==> config.mk <==
export PLATFORM = sky130hd
export DESIGN_NAME = prog_counter
export DESIGN_NICKNAME = d
export VERILOG_FILES = /design/src/rtl/prog_counter.sv
export SDC_FILE = /design/constraint.sdc
export NUM_CORES = 1
export LEC_CHECK = 0
export CAP_MARGIN = 10
export CORE_MARGIN = 3
export CORE_UTILIZATION = 46
export CTS_CLUSTER_DIAMETER = 100
export CTS_CLUSTER_SIZE = 8
export DETAILED_ROUTE_END_ITERATION = 10
export PLACE_DENSITY = 0.94
export SLEW_MARGIN = 30
export SYNTH_ARGS = -nofsm -noshare
export SYNTH_HDL_FRONTEND = slang
export SYNTH_SLANG_ARGS = --single-unit
==> constraint.sdc <==
create_clock -name clk -period 4.7 [get_ports clk]
set_input_delay 0.94 -clock clk [delete_from_list [all_inputs] [get_ports clk]]
set_output_delay 0.94 -clock clk [all_outputs]
set_load 0.01 [all_outputs]
==> src/rtl/prog_counter.sv <==
// Programmable up/down counter with wrap, saturate and one-shot modes.
//
// Parameters:
//   WIDTH     counter width in bits (2..32)
//   MAX_VAL   terminal count for up-counting (1..2**WIDTH-1)
// Ports:
//   clk        rising-edge clock
//   rst        synchronous active-high reset
//   en         count enable
//   load       synchronous load strobe (wins over en)
//   load_data  value to load, clamped to MAX_VAL
//   dir        1 = up, 0 = down
//   mode       00 wrap, 01 saturate, 10 one-shot, 11 wrap
//   cmp_val    compare value for match
//   oe         output enable
//   q          counter register
//   q_out      q gated by oe
//   q_oe       oe replicated across WIDTH bits
//   tc         terminal-count step flag (combinational)
//   match      q == cmp_val (combinational)
//   done       high while the one-shot FSM is in its DONE state
module prog_counter #(
  parameter int unsigned     WIDTH   = 8,
  parameter logic [WIDTH-1:0] MAX_VAL = {WIDTH{1'b1}}
) (
  input  logic             clk,
  input  logic             rst,
  input  logic             en,
  input  logic             load,
  input  logic [WIDTH-1:0] load_data,
  input  logic             dir,
  input  logic [1:0]       mode,
  input  logic [WIDTH-1:0] cmp_val,
  input  logic             oe,
  output logic [WIDTH-1:0] q,
  output logic [WIDTH-1:0] q_out,
  output logic [WIDTH-1:0] q_oe,
  output logic             tc,
  output logic             match,
  output logic             done
);

  typedef enum logic [1:0] {StIdle, StRun, StDone} state_e;

  localparam logic [WIDTH-1:0] Zero = '0;
  localparam logic [WIDTH-1:0] One  = {{(WIDTH-1){1'b0}}, 1'b1};

  state_e           state_q, state_d;
  logic [WIDTH-1:0] q_q, q_d;
  logic             term;
  logic             one_shot;
  logic [WIDTH-1:0] step_val;
  logic [WIDTH-1:0] load_val;

  always_comb begin
    one_shot = (mode == 2'b10);
    term     = dir ? (q_q == MAX_VAL) : (q_q == Zero);
    // Wrapping step; saturate and one-shot only use it away from the terminal value.
    if (dir) begin
      step_val = (q_q == MAX_VAL) ? Zero : q_q + One;
    end else begin
      step_val = (q_q == Zero) ? MAX_VAL : q_q - One;
    end
    load_val = (load_data > MAX_VAL) ? MAX_VAL : load_data;
  end

  always_comb begin
    q_d     = q_q;
    state_d = state_q;
    if (load) begin
      q_d     = load_val;
      state_d = one_shot ? StRun : StIdle;
    end else begin
      if (!one_shot) begin
        state_d = StIdle;
      end
      if (en) begin
        case (mode)
          2'b01: begin
            if (!term) q_d = step_val;
          end
          2'b10: begin
            if (state_q == StRun) begin
              // Terminal value is reached and held; the next enabled edge finishes the run.
              if (term) state_d = StDone;
              else      q_d     = step_val;
            end
          end
          default: q_d = step_val;
        endcase
      end
    end
  end

  always_ff @(posedge clk) begin
    if (rst) begin
      q_q     <= Zero;
      state_q <= StIdle;
    end else begin
      q_q     <= q_d;
      state_q <= state_d;
    end
  end

  always_comb begin
    q     = q_q;
    q_out = oe ? q_q : Zero;
    q_oe  = {WIDTH{oe}};
    match = (q_q == cmp_val);
    tc    = en & ~load & term & (~one_shot | (state_q == StRun));
    done  = (state_q == StDone);
  end

endmodule

==> metrics.txt <==
vias in the first global route=between 1,000 and 1,500; Post-CTS Hold Fix Bufs=0; slew at the pin closest to its max-slew limit=~530 ps; Synth Register Bits=10; via count=1,233; Diodes inserted=0; Unique masters post-synth=54; Setup crit start kind=input pin; Gate Count Post-Synth=roughly 150; Die Ht=between 50 and 60 um; Buffers & Inverters on Critical Path=2; Total GRT Usage=0.2011; cell mode on critical path=clkdlybuf4s50_1; Synth Area in Adders=0.04215; largest net degree at the start of global routing=17; Mapped Area=between 0.001 and 0.0015 mm^2; H-tree Lvls=1; crit-path cells=clkdlybuf4s50_1 -> and3_4 -> nand3_4 -> nand2_1 -> and3_1 -> clkdlybuf4s50_1; largest family of logic cells by synthesized area=simple AND/OR/NAND/NOR gates; clk_skew=7.751 ps; Routed WL per cell=about 15 um; total placed cells including tap cells=~210; CP arrival=~2900 ps; CP max stage cell=clkdlybuf4s50_1; Slew Viols, Final=0; met3 Use GR=0.02529; initial antenna violation count=0; I/O Buffers=50; Min-Delay Path Class=register to register; Power Total=between 0.3 and 0.4 mW; Routed Antenna Nets=0; power per cell area=roughly 200 mW/mm^2; Worst Slack Setup Final=about 870 ps; mux cell area share after synthesis=0.01897; layout cells sized above 1=0.1105; Synth area leaders=dfxtp_1, xnor2_1, a211oi_1; maximum VDD drop=roughly 0.21 mV; most frequent cells in the layout=clkdlybuf4s50_1, dfxtp_1, nor2_1; RePlAce Congestion=between 0.8 and 0.9; Ys Warns=0; Leak Pwr=just under 0.6 nW; later-pin clock latency in the skew report=around 260 ps; Synth Area in XOR/XNOR=0.06639; CP peak stage delay=720 ps; status=completed; drc violations=0; Pre-Repair DR Iteration Count=4; MaxCap Viol Count=0; grt ovf=0; CP max FO=10; final wirelength=between 3000 and 4000 um; relative slew slack=0.6447; async set-reset flop share out of synthesis=0; Layout Cells excl Fill=between 200 and 250; CTS sink cnt=10; area delta synth->final=37.93%; Final min period=between 3000 and 4000 ps; Initial Util=0.5121; fmax=approximately 260 MHz; DR iter-0 viols=34; Final nets=211; EDFF count, synth=0; post-synthesis compound-gate area fraction=0.2919; total I/O pin count=a little over 50; drt via density=5.900; post-CTS setup buffer count=0; die footprint=around 0.0032 mm^2; period utilisation layout=0.8151; CP top delay family=buffers and inverters; pre-CTS setup slack=900.5 ps; Most Crowded Layer GR=met2; CTS tree=yes; Placed Area=about 0.0016 mm^2; Yosys top cell area share=0.1686; mean post-synth cell area=8.189 um^2; setup TNS=0 ps; most area-hungry cell type in the Yosys netlist=dfxtp_1; CTS clock-pin slew for the worst setup and hold paths=approximately 50 ps; clk buf depth=2; Synth Area in Simple Gates=0.2929; RSZ-0062 raised after global routing=false; final setup fails=0; fin area=0.001638 mm^2; crit end category=output port; Root Driver=clkbuf_4; critical path class=input pin to output port; final hold viol count=0; Num CTS Buffers=3; WP data required=between 3000 and 4000 ps; met2 usage=0.3366; post-DP HPWL=between 2000 and 3000 um; chip width=between 50 and 60 um; Mapped Nets=173; core area=0.002318 mm^2; # rows=17; r2r setup slk=about 2600 ps; met1 track demand over resource=0.2579; sequential share of the synthesized area=0.1686; post-CTS sizing=0; first-pass GRT wire length=5382 um; leading cell type in the layout, fill and taps excluded=clkdlybuf4s50_1; Synth Flop Type=dfxtp_1
==> where the power goes <==
group / internal, mW / switching [mW] / leakage, nW
sequential: 0.0921 / 0.0237 / 0.0827
clock: 0.0295 / 0.0268 / 0.0138
combinational: 0.0837 / 0.0649 / 0.494
==> cell type report <==
class                           instances  area [um^2]
Tap cell                               28        35.03
Sequential cell                        10        200.2
Clock buffer                            3        22.52
Inverter                                9        33.78
Multi-Input combinational cell        109        845.8
Fill cell                             182        680.7
Timing Repair Buffer                   50        500.5
==> flip-flops by register name (all words and copies together) (netlist names) <==
register  count
q             8
state_q       2
==> synth_stat cells, types with 2 or more instances <==
cell type and count:
o21bai_1 4, and2_1 8, buf_4 8, nor2_1 9, clkbuf_1 3, nand2b_1 2
xnor2_1 8, ha_1 4, a21o_1 2, and3_1 3, o21ai_0 2, nor2b_1 2
nand4_1 5, a21oi_1 7, a31oi_1 2, inv_1 8, a211oi_1 8, and2_2 2
nand2_1 3, dfxtp_1 10, buf_2 5, nand3_1 4, nor3_1 5
==> worst register-to-register path: stages (launching register included) <==
cell       delay, ps
dfxtp_1          510
ha_1             310
and3_4           240
nand3_4          110
a211oi_4         390
nor3b_2          130
a2111oi_2        320
==> cell families after synthesis <==
| kind of cell | after synthesis |
|---|---|
| xor gates and xnor gates | 9 |
| muxes | 1 |
| and+or+nand+nor | 52 |
| DFF | 10 |
| adders and majority gates | 4 |
| AOI/OAI and AO/OA | 43 |
| buffers and inverters | 26 |
==> routing by layer <==
layer | share of wire | up-vias
met2 | 0.46 | 63
met3 | 0.079 | 8
met4 | 0.026 | 0
li1 | - | 603
met1 | 0.43 | 559
met5 | 0 | -
==> path summary, 6_finish.rpt <==
path | start | endpoint | cells after the start
setup / recovery | dir | tc | 6
hold reg to reg | state_q[0] | state_q[0] | 2
hold / removal | state_q[0] | state_q[0] | 2
setup reg to reg | q[1] | q[4] | 6
==> stage by stage <==
step / hold WS (ps) / util
CTS: 518.6 / 0.7064
finish: 514.1 / 0.7064
global route: 544.3 / 0.7064
floorplan: 478.4 / -
global placement: 503.4 / 0.6967
detailed placement: 509.3 / 0.6967
(Power assumes the default switching activity.)
